--- config.mk ---
export PLATFORM = sky130hd
export DESIGN_NAME = scmp_bus_if
export DESIGN_NICKNAME = d
export VERILOG_FILES = /design/src/rtl/scmp_bus_if.sv
export SDC_FILE = /design/constraint.sdc
export NUM_CORES = 1
export LEC_CHECK = 0
export BUFFER_PORTS_ARGS = -buffer_cell sky130_fd_sc_hd__buf_2
export CAP_MARGIN = 10
export CELL_PAD_IN_SITES_DETAIL_PLACEMENT = 0
export CELL_PAD_IN_SITES_GLOBAL_PLACEMENT = 2
export CORE_AREA = 4 4 102 75
export CTS_CLUSTER_DIAMETER = 100
export CTS_CLUSTER_SIZE = 40
export DETAILED_ROUTE_END_ITERATION = 7
export DIE_AREA = 0 0 106 79
export GPL_TIMING_DRIVEN = 1
export PLACE_DENSITY_LB_ADDON = 0.1
export SYNTH_ARGS = -nofsm -noshare
export SYNTH_HDL_FRONTEND = slang
export SYNTH_SLANG_ARGS = --single-unit
--- constraint.sdc ---
create_clock -name clk -period 2.5 [get_ports clk]
set_clock_uncertainty 0.15 [all_clocks]
set_input_delay 0.25 -clock clk [delete_from_list [all_inputs] [get_ports clk]]
set_output_delay 0.25 -clock clk [all_outputs]
set_load 0.01 [all_outputs]
--- src/rtl/scmp_bus_if.sv ---
// SC/MP bus demultiplexer: ADS_n/RD_n/WR_n core strobes to a 16-bit req/ack memory port, stalling the core while busy.
// Optional wait states after ack are built only with SCMP_BUSIF_WAIT_EN defined.
module scmp_bus_if #(
  parameter int         TIMEOUT   = 255,
  parameter logic [7:0] IDLE_DATA = 8'hFF
) (
  input  logic        clk,
  input  logic        rst_n,
  input  logic [11:0] cpu_addr,
  input  logic [7:0]  cpu_d_o,
  input  logic        cpu_ads_n,
  input  logic        cpu_rd_n,
  input  logic        cpu_wr_n,
  output logic [7:0]  cpu_d_i,
  output logic        cpu_clk_en,
  output logic [15:0] mem_addr,
  output logic [7:0]  mem_wdata,
  output logic        mem_we,
  output logic        mem_req,
  input  logic [7:0]  mem_rdata,
  input  logic        mem_ack,
  input  logic [3:0]  wait_cnt,
  output logic        cyc_fetch,
  output logic        halt_p,
  output logic        bus_err
);

  typedef enum logic [2:0] {IDLE, ARMED, ACCESS, WAIT, RELEASE} state_t;

  localparam logic [7:0] TO_LAST = 8'(TIMEOUT - 1);

  state_t     state, state_nxt;
  logic [7:0] to_cnt;
  logic       strobe, ads, start, to_hit;

  assign strobe = !cpu_rd_n || !cpu_wr_n;
  // ADS is only honoured while the core is actually running
  assign ads    = !cpu_ads_n && cpu_clk_en;
  assign start  = (state == ARMED) && strobe;
  assign to_hit = (to_cnt == TO_LAST);

`ifdef SCMP_BUSIF_WAIT_EN
  logic [3:0] wcnt;
  logic       wait_go;
  assign wait_go = (wait_cnt != 4'd0);
`else
  logic unused_wait;
  assign unused_wait = ^wait_cnt;
`endif

  always_ff @(posedge clk or negedge rst_n) begin
    if (!rst_n) state <= IDLE;
    else        state <= state_nxt;
  end

  always_comb begin
    state_nxt  = state;
    cpu_clk_en = 1'b1;
    case (state)
      IDLE: begin
        if (!cpu_ads_n) state_nxt = ARMED;
      end
      ARMED: begin
        if (strobe) begin
          cpu_clk_en = 1'b0;
          state_nxt  = ACCESS;
        end
      end
      ACCESS: begin
        cpu_clk_en = 1'b0;
        if (mem_ack) begin
`ifdef SCMP_BUSIF_WAIT_EN
          state_nxt = wait_go ? WAIT : RELEASE;
`else
          state_nxt = RELEASE;
`endif
        end else if (to_hit) begin
          state_nxt = RELEASE;
        end
      end
`ifdef SCMP_BUSIF_WAIT_EN
      WAIT: begin
        cpu_clk_en = 1'b0;
        if (wcnt <= 4'd1) state_nxt = RELEASE;
      end
`endif
      RELEASE: begin
        state_nxt = cpu_ads_n ? IDLE : ARMED;
      end
      default: state_nxt = IDLE;
    endcase
  end

  always_ff @(posedge clk or negedge rst_n) begin
    if (!rst_n) begin
      cpu_d_i   <= 8'h00;
      mem_addr  <= 16'h0000;
      mem_wdata <= 8'h00;
      mem_we    <= 1'b0;
      mem_req   <= 1'b0;
      cyc_fetch <= 1'b0;
      halt_p    <= 1'b0;
      bus_err   <= 1'b0;
      to_cnt    <= 8'h00;
    end else begin
      halt_p <= 1'b0;
      if (ads) begin
        mem_addr  <= {cpu_d_o[3:0], cpu_addr};
        cyc_fetch <= cpu_d_o[5];
        halt_p    <= cpu_d_o[7];
      end
      if (start) begin
        mem_req         <= 1'b1;
        mem_we          <= !cpu_wr_n;
        mem_wdata       <= cpu_d_o;
        mem_addr[11:0]  <= cpu_addr;
        to_cnt          <= 8'h00;
      end
      if (state == ACCESS) begin
        // an ack on the final timeout cycle still counts as a good completion
        if (mem_ack) begin
          mem_req <= 1'b0;
          if (!mem_we) cpu_d_i <= mem_rdata;
        end else if (to_hit) begin
          mem_req <= 1'b0;
          bus_err <= 1'b1;
          if (!mem_we) cpu_d_i <= IDLE_DATA;
        end else begin
          to_cnt <= to_cnt + 8'd1;
        end
      end
    end
  end

`ifdef SCMP_BUSIF_WAIT_EN
  always_ff @(posedge clk or negedge rst_n) begin
    if (!rst_n)                           wcnt <= 4'd0;
    else if (state == ACCESS && mem_ack)  wcnt <= wait_cnt;
    else if (state == WAIT)               wcnt <= wcnt - 4'd1;
  end
`endif

endmodule

## Word-level counts from Yosys, hierarchy flattened

Cells that the tools add are included.

- Register bits after elaboration: 48
- Input bits: 38
- Output and inout port bits: 38
- Logic and storage cells: 57

- $add $sub $neg: 1
- Eq/ne operators: 9
- Mux-type cells: 23
- Bitwise operators: 1
- Reduce and logical (&&, ||, !) cells: 12

Operators with widths:

| kind | number |
|---|---|
| 8-bit two-way mux | 8 |
| 12-bit two-way mux | 2 |
| 3-bit two-way mux | 4 |
| 3-bit one-hot mux with 4 select lines | 1 |
| 8-bit by 1-bit adder with 8-bit output, second input constant | 1 |
| 8-bit == test, second input constant | 1 |
| 2-bit != test, second input constant | 4 |
| 1-bit two-way mux | 7 |
| 3-bit AND reduction | 2 |
| 4-bit AND reduction | 1 |
| 2-bit nonzero test | 2 |
| 3-bit by 1-bit == test with 1-bit output, second input constant | 1 |
| 3-bit by 2-bit == test with 1-bit output, second input constant | 1 |
| 3-bit == test, second input constant | 1 |
| 1-bit zero test | 3 |
| 3-bit zero test | 1 |
| 3-bit != test, second input constant | 1 |
| 1-bit logical AND | 2 |
| 1-bit one-hot mux with 2 select lines | 1 |
| 1-bit logical OR | 1 |
| 1-bit NOT | 1 |

## Depth between registers and ports, before layout

- Depth after elaboration: 7
- Mapped depth: 7
- Mapped depth without buffers: 6

## Least setup slack after synthesis

No wires, ideal clock.

- Kind: register -> register
- Start: reg state[2]
- End: reg mem_addr[10]
- Setup time: 127 ps
- Arrival time: 1555 ps
- Data required time: 2223 ps
- Slack: 667 ps
- Cell stages (with the launch flop): 6
- Path buffers: 1
- Period minus slack after synthesis: 1833 ps
- Path through: dfrtp_1 > or3b_1 > nand2b_4 > o21ai_2 > buf_6 > mux2_1

- Longest elaborated chain between the ends: 4
- Elaborated cells between the ends (all ways): 7
- Those cells by class: eq/ne: 2; mux: 2; reduce/logical: 3

Ends and longest elaborated chain:

| what | line | RTL |
|---|---|---|
| from (decl) | 32 | `state_t state, state_nxt;` |
| from (signal assigned) | 53 | `else state <= state_nxt;` |
| 3-bit by 2-bit == test with 1-bit output or 3-bit by 1-bit == test with 1-bit output (tied branches) | 59, 39 |  |
| 1-bit one-hot mux with 2 select lines | 59 | `case (state)` |
| 1-bit logical AND | 38 | `assign ads = !cpu_ads_n && cpu_clk_en;` |
| 2-bit nonzero test (no line) | n/a |  |
| to (signal assigned) | 108 | `mem_addr <= {cpu_d_o[3:0], cpu_addr};` |
| to (signal assigned) | 116 | `mem_addr[11:0] <= cpu_addr;` |
| to (decl) | 16 | `output logic [15:0] mem_addr,` |

Several ways; a longest one is shown, not always the timed one.
A chain may end at the register's enable or synchronous reset.

## Worst setup path in the final report

- Start: reg state[2]
- End: out cpu_clk_en

- Longest elaborated chain between the ends: 2
- Elaborated cells between the ends (all ways): 3
- Those cells by class: eq/ne: 2; mux: 1

Ends and longest elaborated chain:

| what | line | RTL |
|---|---|---|
| 3-bit by 2-bit == test with 1-bit output or 3-bit by 1-bit == test with 1-bit output (tied branches) | 59 |  |
| 1-bit one-hot mux with 2 select lines * | 59 |  |
| to (decl) | 15 | `output logic cpu_clk_en,` |

Every way passes the cells marked *; elsewhere a longest branch is shown, timed or not.

==> results.md <==
* Worst vdd ir at 0.415 mV
* Ranking of synthesized cells by area: dfrtp_1 62%, mux2_1 8.7%, nand2_1 5.4%
* Syn nets at 196
* Minimum clock period at 2160 ps
* Fin util at 39.3%
* Vias in the first global route at 1664
* CP Capture Type: primary output
* IO Count at 76
* Worst setup SP type: flip-flop
* Synth Warn # at 0
* Initial DRT Pass Iterations at 4
* Clock Path Buffers at 2
* Slew margin rel. at 57.7%
* #FFs+latches synth at 48
* R2R Setup Slk at 390 ps
* Area grow syn2layout at 34.5%
* Critical-path maximum fanout at 7
* GRT overflow at 0
* CP arrival at 1760 ps
* Antenna Nets Post-Route at 0
* End of the critical path: cpu_clk_en
* Post-synthesis cell area at 1940 um2
* CTS root buf: clkbuf_8
* Status: finished, final reports clean
* Num Clock Sinks at 48
* Slew Viols, Final at 0
* Drt total wl at 4.66 mm
* Crit Path Class: reg2out
* Die Span X at 106 um
* Ys async rst share at 100%
* Cells on worst reg2reg path at 4
* Synth cell types at 32
* Tot GR Track Use at 12.2%
* CTS tree: yes
* Remaining DRCs at 0
* Largest net degree at the start of global routing at 31
* Setup crit start: state[2]
* CTS buffer count at 5
* Leakage at 1.25 nW
* Die ar. at 8370 um2
* Initial drt markers at 32
* Hpwl dp at 3.44 mm
* Worst R2R Start: state[2]
* Number of buffers added on ports at 71
* Number of diodes at 0
* PwrDens at 1060 nW/um2
* Hold Violations, Final at 0
* Resized Gates After CTS at 0
* Yosys top cell area share at 62.0%
* Most frequent cells in the layout: 71 x buf_2, 48 x dfrtp_1, 28 x nand2_1
* GPL Wtd Cong at 0.808
* Commonest non-fill, non-tap cell in the layout: buf_2
* Via count at 1530
* Post-synth top flop: dfrtp_1
* Layout cell share with drive strength beyond 1 at 37.1%
* Drt wl/cell at 13.7 um
* Average cell area after synthesis at 12.4 um2
* CORE AREA at 6630 um2
* CP required at 2100 ps
* H-tree levels at 2
* Area leader, netlist: dfrtp_1
* Worst-path clk slew at 90 ps
* Die height at 79 um
* Post-Synthesis Cells at 156
* Min-delay src: mem_rdata[7]
* Setup TNS at 0 ps
* EDFF count, synth at 0
* Tcrit/Tclk final at 86.2%
* Row cnt at 25
* Unrepaired setup endpoints after global routing: false
* Hold WC Path Type: in2reg
* First-pass GRT wire length at 8.03 mm
* Max Cap Viol at 0
* Finish-stage setup viols at 0
* Worst-Margin Slew at 635 ps
* Initial antenna violation count at 0
* Vias per inst at 4.51
* Register area share after synthesis at 62.0%
* Max Clk Rate at 0.464 GHz
* RR Endpoint: mem_addr[1]
* Worst-Skew Late Latency at 300 ps
* Initial Util at 29.2%
* Final #Nets at 284
==> worst min path at each step <==
stage	to	cells past startpoint
floorplan	bus_err	0
global placement	cpu_d_i[7]	1
detailed placement	cpu_d_i[7]	1
CTS	mem_wdata[5]	3
global route	mem_addr[4]	2
finish	cpu_d_i[7]	2
==> flip-flops by register name (all words and copies together) (netlist names) <==
register and count:
cpu_d_i 8, mem_we 1, to_cnt 8, cyc_fetch 1, state 3, mem_addr 16
bus_err 1, mem_wdata 8, mem_req 1, halt_p 1
==> area by class of cell <==
type / count / area, um2
multi-input cells: 102 / 706
well taps: 94 / 118
clock buffers: 5 / 68.8
fillers: 676 / 4020
flip-flops and latches: 48 / 1200
repair buffers: 85 / 488
clock inverters: 3 / 18.8
inverters: 2 / 7.51
==> where the power goes <==
| group | switching, W | internal [W] |
|---|---|---|
| Sequential | 0.000168 | 0.00108 |
| Clock | 0.000262 | 0.000195 |
| Combinational | 0.000563 | 0.000492 |
==> Yosys cell counts (2+ instances only) <==
cell type  instances
o31ai_1            4
nor2_1             7
o21ai_0            5
o21ai_2            2
nand4_1            2
nand3_1            5
o22a_1             8
mux2_1            15
inv_1              2
dfrtp_1           48
clkbuf_1           2
o211ai_1           2
mux2_2             2
nand2_1           28
a21oi_1            4
o21a_1             2
ha_1               2
or4_1              2
==> metal layers <==
layer / wire, um / part of all wire (%) / vias to the layer above / global-route usage, %
met1: 2050 / 44 / 732 / 14.9
met3: 334 / 7.2 / 7 / 3.74
li1: - / - / 733 / -
met4: 50 / 1.1 / 0 / 4.27
met5: 0 / 0 / - / 0
met2: 2220 / 48 / 58 / 20.4
==> worst max-delay path: stages (launching register included) <==
cell and delay, ps:
dfrtp_1 430, or3b_1 460, a21oi_2 190, buf_4 180
nor2_1 40, buf_2 160
==> logic make-up after synthesis <==
family | Yosys count | synth area share, %
flops | 48 | 62.0
mux | 17 | 9.88
compound gates | 31 | 11.7
fa+ha+maj | 2 | 1.29
simple gates | 52 | 13.6
buf+inv | 6 | 1.61
==> repair_timing <==
action                                 in CTS  in global routing
endpoints found under the hold margin      27                  1
hold buffers                               10                  1
setup buffers                               0                  0
==> per-stage QoR <==
stage	power (W)	cells	hold WS, ps	cell area (um2)	setup slack, ps
after floorplan	0.00187	156	-196	1940	667
final	0.00276	339	8.81	2610	344
after CTS	0.00282	338	0.625	2600	304
after detailed placement	0.00234	320	54.6	2410	378
after global placement	0.00229	320	48.9	2410	439
after global routing	0.00299	339	4.91	2610	215
Power figures use the tool's default switching activity.
